## src/rtl/mmu_walk_arbiter_pkg.sv

```systemverilog
// Shared types and constants for the page-table-walker arbiter.
package mmu_walk_arbiter_pkg;

   typedef enum logic [1:0] {
      ARB_IDLE = 2'd0,
      ARB_WALK = 2'd1,
      ARB_RESP = 2'd2
   } arb_state_t;

   localparam int MMU_NREQ     = 2;
   localparam int MMU_PORT_IF  = 0;
   localparam int MMU_PORT_MEM = 1;

endpackage

```

## src/rtl/mmu_walk_arbiter_rr_pick.sv

```systemverilog
// Combinational round-robin picker: first set request at or after rr_ptr, wrapping mod NREQ.
module mmu_walk_arbiter_rr_pick #(
   parameter int NREQ = 2,
   parameter int ID_W = $clog2(NREQ)
) (
   input  logic [NREQ-1:0] req,
   input  logic [ID_W-1:0] rr_ptr,
   output logic [ID_W-1:0] winner,
   output logic            any
);

   logic [ID_W:0] idx;

   // Wrap is done by explicit subtraction so non-power-of-two NREQ works.
   always_comb begin
      winner = '0;
      any    = 1'b0;
      idx    = '0;
      for (int i = 0; i < NREQ; i++) begin
         idx = {1'b0, rr_ptr} + (ID_W+1)'(i);
         if (idx >= (ID_W+1)'(NREQ)) begin
            idx = idx - (ID_W+1)'(NREQ);
         end
         if (!any && req[idx[ID_W-1:0]]) begin
            any    = 1'b1;
            winner = idx[ID_W-1:0];
         end
      end
   end

endmodule

```

## src/rtl/mmu_walk_arbiter.sv

```systemverilog
// Shares one page-table walker between NREQ requesters with round-robin grant,
// a one-cycle response pulse and a forced walk_en-low release cycle between walks.
module mmu_walk_arbiter
   import mmu_walk_arbiter_pkg::*;
#(
   parameter int NREQ = MMU_NREQ,
   parameter int VA_W = 64,
   localparam int ID_W = $clog2(NREQ)
) (
   input  logic                 clk,
   input  logic                 reset,
   input  logic [NREQ-1:0]      req_valid,
   input  logic [NREQ*VA_W-1:0] req_va,
   input  logic                 flush,
   output logic [NREQ-1:0]      resp_valid,
   output logic [VA_W-1:0]      resp_pa,
   output logic                 busy,
   output logic                 walk_en,
   output logic [VA_W-1:0]      walk_va,
   input  logic                 walk_done,
   input  logic [VA_W-1:0]      walk_pa,
   output arb_state_t           dbg_state,
   output logic [ID_W-1:0]      dbg_rr_ptr
);

   // Handshake: a requester raises req_valid with a stable req_va and holds both
   // until its resp_valid pulse; only a flush lets it withdraw early.

   arb_state_t      state_q, state_d;
   logic [ID_W-1:0] rr_ptr_q, rr_ptr_d;
   logic [ID_W-1:0] gnt_id_q, gnt_id_d;
   logic [VA_W-1:0] walk_va_q, walk_va_d;
   logic [VA_W-1:0] pa_q, pa_d;
   logic            drop_q, drop_d;

   logic [ID_W-1:0] winner;
   logic            any_req;
   logic [VA_W-1:0] va_arr [NREQ];

   for (genvar p = 0; p < NREQ; p++) begin : g_va
      assign va_arr[p] = req_va[p*VA_W +: VA_W];
   end

   mmu_walk_arbiter_rr_pick #(
      .NREQ (NREQ),
      .ID_W (ID_W)
   ) u_rr_pick (
      .req    (req_valid),
      .rr_ptr (rr_ptr_q),
      .winner (winner),
      .any    (any_req)
   );

   always_ff @(posedge clk or negedge reset) begin
      if (!reset) begin
         state_q   <= ARB_IDLE;
         rr_ptr_q  <= '0;
         gnt_id_q  <= '0;
         walk_va_q <= '0;
         pa_q      <= '0;
         drop_q    <= 1'b0;
      end else begin
         state_q   <= state_d;
         rr_ptr_q  <= rr_ptr_d;
         gnt_id_q  <= gnt_id_d;
         walk_va_q <= walk_va_d;
         pa_q      <= pa_d;
         drop_q    <= drop_d;
      end
   end

   always_comb begin
      state_d   = state_q;
      rr_ptr_d  = rr_ptr_q;
      gnt_id_d  = gnt_id_q;
      walk_va_d = walk_va_q;
      pa_d      = pa_q;
      drop_d    = drop_q;
      case (state_q)
         ARB_IDLE: begin
            if (!flush && any_req) begin
               gnt_id_d  = winner;
               walk_va_d = va_arr[winner];
               state_d   = ARB_WALK;
            end
         end
         // An aborted walk still runs to done; the walker cannot leave a PTE read early.
         ARB_WALK: begin
            drop_d = drop_q | flush;
            if (walk_done) begin
               pa_d    = walk_pa;
               state_d = ARB_RESP;
            end
         end
         ARB_RESP: begin
            rr_ptr_d = (gnt_id_q == ID_W'(NREQ-1)) ? '0 : gnt_id_q + 1'b1;
            drop_d   = 1'b0;
            state_d  = ARB_IDLE;
         end
         default: state_d = ARB_IDLE;
      endcase
   end

   always_comb begin
      resp_valid = '0;
      for (int p = 0; p < NREQ; p++) begin
         resp_valid[p] = (state_q == ARB_RESP) && !(drop_q | flush) && (gnt_id_q == ID_W'(p));
      end
   end

   assign resp_pa    = pa_q;
   assign busy       = (state_q != ARB_IDLE);
   assign walk_en    = (state_q == ARB_WALK);
   assign walk_va    = walk_va_q;
   assign dbg_state  = state_q;
   assign dbg_rr_ptr = rr_ptr_q;

   a_req_held: assert property (@(posedge clk) disable iff (!reset)
      (state_q == ARB_WALK && !drop_q && !flush) |->
         (req_valid[gnt_id_q] && va_arr[gnt_id_q] == walk_va_q));

endmodule
```

## config.mk

```make
export PLATFORM = sky130hd
export DESIGN_NAME = mmu_walk_arbiter
export DESIGN_NICKNAME = d
export VERILOG_FILES = /design/src/rtl/mmu_walk_arbiter_pkg.sv /design/src/rtl/mmu_walk_arbiter_rr_pick.sv /design/src/rtl/mmu_walk_arbiter.sv
export SDC_FILE = /design/constraint.sdc
export NUM_CORES = 1
export LEC_CHECK = 0
export ABC_AREA = 0
export BUFFER_PORTS_ARGS = -buffer_cell sky130_fd_sc_hd__buf_2
export CAP_MARGIN = 10
export CORE_MARGIN = 8
export CORE_UTILIZATION = 45
export CTS_CLUSTER_SIZE = 16
export DETAILED_ROUTE_END_ITERATION = 7
export HOLD_SLACK_MARGIN = 0.06
export PLACE_DENSITY = 0.81
export SLEW_MARGIN = 20
export SYNTH_ARGS = -nofsm -noshare
export SYNTH_HDL_FRONTEND = slang
export SYNTH_SLANG_ARGS = --single-unit
export TNS_END_PERCENT = 10
```

## constraint.sdc

```tcl
create_clock -name clk -period 1.8 [get_ports clk]
set_input_delay 0.27 -clock clk [delete_from_list [all_inputs] [get_ports clk]]
set_output_delay 0.27 -clock clk [all_outputs]
set_load 0.1 [all_outputs]
```

* After elaboration in Yosys (flattened, before gate mapping)
Cells that the tools add are included.
Cells by class: add/subtract/negate cells 4, multiply operators 0, div/mod/pow operators 0, magnitude comparators 5, eq/ne operators 4, shift-type cells 0, muxes and demuxes 18, bitwise operators 3, reduce and logical (&&, ||, !) cells 14
Operator list (count):
- 2-to-1 mux 64 bit | 3
- 2-to-1 mux 1 bit | 11
- AND reduction 2 bit | 3
- logical AND 1 bit | 5
- greater-or-equal comparator 2 bit (second input constant) | 2
- < comparator 1 x 2 -> 1 bit (second input constant) | 2
- 2-to-1 mux 2 bit | 2
- one-hot mux 2 bit (2 select lines) | 1
- nonzero test 2 bit | 2
- zero test 1 bit | 3
- adder 1 x 1 -> 2 bit (second input constant) | 1
- == test 2 x 1 -> 1 bit (second input constant) | 1
- == test 2 bit (second input constant) | 1
- greater-or-equal comparator 1 x 2 -> 1 bit (second input constant) | 1
- zero test 2 bit | 1
- != test 2 x 1 -> 1 bit (second input constant) | 1
- != test 2 bit (second input constant) | 1
- NOT 1 -> 2 bit | 1
- one-hot mux 1 bit (2 select lines) | 1
- subtractor 1 bit (second input constant) | 2
- adder 1 bit (second input constant) | 1
- NOT 1 bit | 1
- OR 1 bit | 1
Storage, ports and cells: flip-flop bits (word level) 133, bits in latches 0, bits in writable memories 0, bits in read-only memories 0, bits of input ports 198, output and inout port bits 135, logic and storage cells 54, memories kept 0

* Depth between registers and ports, before layout
depth in word-level cells 12, depth in mapped cells 7, mapped depth without buffers 5

* Cells and area by module
From an unflattened synthesis, not the netlist that was laid out.
Unflattened totals: cell total of the unflattened synthesis 442, area total of the unflattened synthesis 5601.6 sq um
By module, submodules not included:
- mmu_walk_arbiter | times used 1, cells an instance 439, area an instance 5584.1 sq um, sequential area each 3328.2 sq um
- mmu_walk_arbiter_rr_pick | times used 1, cells an instance 3, area an instance 17.5 sq um, sequential area each 0.0 sq um

* Worst setup path before layout
Ideal clock, no wire load.
kind reg2out, start point register state_q[1], in the netlist dbg_state[1], end point output resp_valid[0], arrival 4.412 ns, data required time 1.530 ns, setup slack -2.882 ns, stages on the path, launching flop included 3, path buffers 0, cells stage by stage dfrtp_1 ha_1 nor4b_1
On the way: cells in the longest elaborated chain, start to end 3
RTL lines:
- start, declared | line mmu_walk_arbiter.sv:29 | arb_state_t state_q, state_d;
- start signal, assigned | line mmu_walk_arbiter.sv:63 | state_q <= state_d;
- == test 2 bit | line mmu_walk_arbiter.sv:107 | resp_valid[p] = (state_q == ARB_RESP) && !(drop_q | flush) && (gnt_id_q == ID_W'(p));
- logical AND 1 bit (2 in series) | line mmu_walk_arbiter.sv:107
- end, declared | line mmu_walk_arbiter.sv:15 | output logic [NREQ-1:0] resp_valid,
No other way between the ends.

* Worst setup path in the final report
start point register state_q[0], in the netlist dbg_state[0], end point output resp_valid[1]
The elaborated chain is that of the path after synthesis.

==> out/qor.csv <==
stage;metric;value;unit
status;status;complete, but fails checks;
status;violations;setup timing;
timing;tightest_slew;0.5176;ns
timing;slew-limit-headroom;65.49;%
logic_synthesis;synth_cell_types;25;
place;place_congestion;0.8616;
logic_synthesis;synth_nets;671;
floorplan;die-area;17680;sq um
routing;totalWireLength;20380;um
worst_setup_path;critical_path.max_stage_delay;0.49;ns
timing;fin_ws;-0.07616;ns
timing;fin_skew;0.004563;ns
routing;dr.pass1.iters;5;
final_layout;design_area;8766;sq um
logic_synthesis;synth_cells;469;
floorplan;initial_utilization;46.29;%
final_layout;antenna-diode-count;0;
floorplan;die_y;133.0;um
logic_synthesis;synth_seq_cells;133;
final_layout;mostFrequentLayoutCell;buf_2;
global_routing;grt_pass1_wl;32520;um
routing;ant_nets;0;
logic_synthesis;syn_avg_cell_area;13.12;sq um
clocking;ctsHtreeMaxLevel;4;
floorplan;die_x;133.0;um
clocking;cts_buffers;17;
routing;wire_per_inst;20.81;um
worst_setup_path;start_kind;flip-flop;
worst_setup_path;endpoint_kind;output port;
final_layout;syn_to_final_growth;42.43;%
global_routing;grt_usage;22.87;%
logic_synthesis;synth_warnings;0;
place;numPortBuffers;332;
place;preCtsSetupSlack;0.005260;ns
clocking;clkSinkCount;133;
global_routing;overflow;0;
timing;fin_crit;1.876;ns
worst_setup_path;crit_chain;inv_4 > ha_4 > nor4bb_4 > buf_12;
timing;drv_slew;0;
floorplan;io_pins;333;
timing;timing.final.crit_share;104.2;%
job;maxCapViolations;0;
timing;hold_violations;0;
worst_setup_path;critPathKind;reg -> out;
worst_setup_path;cp_slowest_cell;dfrtp_4;
clocking;insertion_delay;0.41;ns
global_routing;first_global_vias;5921;
clocking;cts_tree;done;
floorplan;core.rowCount;42;
place;place_area;8178;sq um
final_layout;final_cell_mix;buf_2, dfrtp_1, a311o_1, o22a_1, mux2_2;
clocking;clk_path_buf_depth;2;
clocking;clock-root-buffer;clkbuf_16;
routing;drc_errors;0;
routing;via_count;5566;
worst_setup_path;required;1.53;ns
floorplan;coreArea;13300;sq um
place;place_hpwl;15260;um
final_layout;fin_nets;992;
routing;via_per_inst;5.685;
timing;setup_viol;3;
worst_setup_path;cp_max_fo;3;
final_layout;drive_gt1_share;57.78;%
hold_path;hold_path.class;in -> reg;
routing;drt-initial-drc-count;265;
logic_synthesis;yosysSeqAreaShare;54.08;%
global_routing;grt_max_degree;130;
timing;fmaxAchievable;533.0;MHz
worst_setup_path;arrival;1.61;ns
timing;rsz0062_at_grt;true;
logic_synthesis;netlist_area;6155;sq um
clocking;clk_pin_slew;0.06;ns
global_routing;antenna_found_initial;0;
==> area by class of cell <==
cell class / instances / area [sq um]
Fill cell: 990 / 4529
Sequential cell: 133 / 3336
Inverter: 3 / 18.77
Multi-Input combinational cell: 279 / 2668
Timing Repair Buffer: 356 / 2004
Clock inverter: 13 / 86.33
Tap cell: 176 / 220.2
Clock buffer: 19 / 432.9
==> through the flow <==
step                cells  util, %  TNS (ns)  hold slack, ns
floorplan             469        -    -19.62        -0.02559
global placement      942    61.51         0          0.2129
detailed placement    942    61.51         0          0.2174
CTS                   979    65.90   -0.2297         0.07346
global route          979    65.93   -0.3777         0.06504
finish                979    65.93   -0.1618         0.09071
==> kinds of logic after synthesis <==
kind of cell,after synthesis,share of synthesized area [%]
AO/OA/AOI/OAI,201,28.38
adder cells (fa/ha/maj),4,0.8132
buffers and inverters,57,3.985
flip-flops,133,54.08
multiplexers,65,11.89
AND/OR/NAND/NOR,9,0.8542
==> timing repair <==
action                                 4_1_cts  5_1_grt
endpoints found under the hold margin       19        0
hold buffers                                 1        0
setup endpoints to repair                    6       18
setup buffers                                4        0
pin swaps                                    1        1
resized for setup                            7        1
==> synthesized netlist by cell type (all sizes together) <==
master | number | area (sq um)
a21boi | 64 | 480.5
a21oi | 5 | 25.02
a311o | 64 | 640.6
a311oi | 1 | 8.760
buf | 22 | 113.9
clkbuf | 32 | 120.1
dfrtp | 133 | 3328
ha | 4 | 50.05
inv | 3 | 11.26
mux2 | 65 | 732.0
nand2 | 2 | 7.510
nand2b | 1 | 6.260
nor2 | 3 | 13.77
nor2b | 1 | 6.260
nor4b | 1 | 8.760
nor4bb | 1 | 10.01
o21ai | 1 | 5.000
o21bai | 1 | 18.77
o22a | 64 | 560.5
o31ai | 1 | 7.510
==> critical path, delay by kind of cell (launching register included) <==
kind	cells	cell delay (ns)
fa+ha+maj	1	0.14
buf+inv	2	0.31
flops	1	0.49
simple gates	1	0.26
==> sequential cells by signal, summed over array words and instances, names as in the netlist <==
register	flops
dbg_rr_ptr	1
dbg_state	2
drop_q	1
gnt_id_q	1
resp_pa	64
walk_va	64
==> metal layers <==
metal	global-route usage, %	wire [um]
met2	37.52	10200
met4	9.527	517
met1	25.23	7260
met3	10.30	2397
met5	0	0
==> path summary, 6_finish.rpt <==
path | endpoint | startpoint | cells past startpoint | slack [ns]
max | resp_valid[1] | dbg_state[0]$_DFFE_PN0P_ | 4 | -0.08
min | resp_pa[54]$_DFFE_PN0P_ | walk_pa[54] | 2 | 0.09
max reg2reg | resp_pa[17]$_DFFE_PN0P_ | dbg_state[0]$_DFFE_PN0P_ | 5 | 0.06
min reg2reg | resp_pa[38]$_DFFE_PN0P_ | resp_pa[38]$_DFFE_PN0P_ | 1 | 0.50
max in group asynchronous | walk_va[13]$_DFFE_PN0P_ | reset | 3 | 0.86
min in group asynchronous | walk_va[21]$_DFFE_PN0P_ | reset | 2 | 0.32
Power is left out: the tool's default activity adds up to more than one toggle a clock period on the data nets, which glitch-free logic cannot reach.
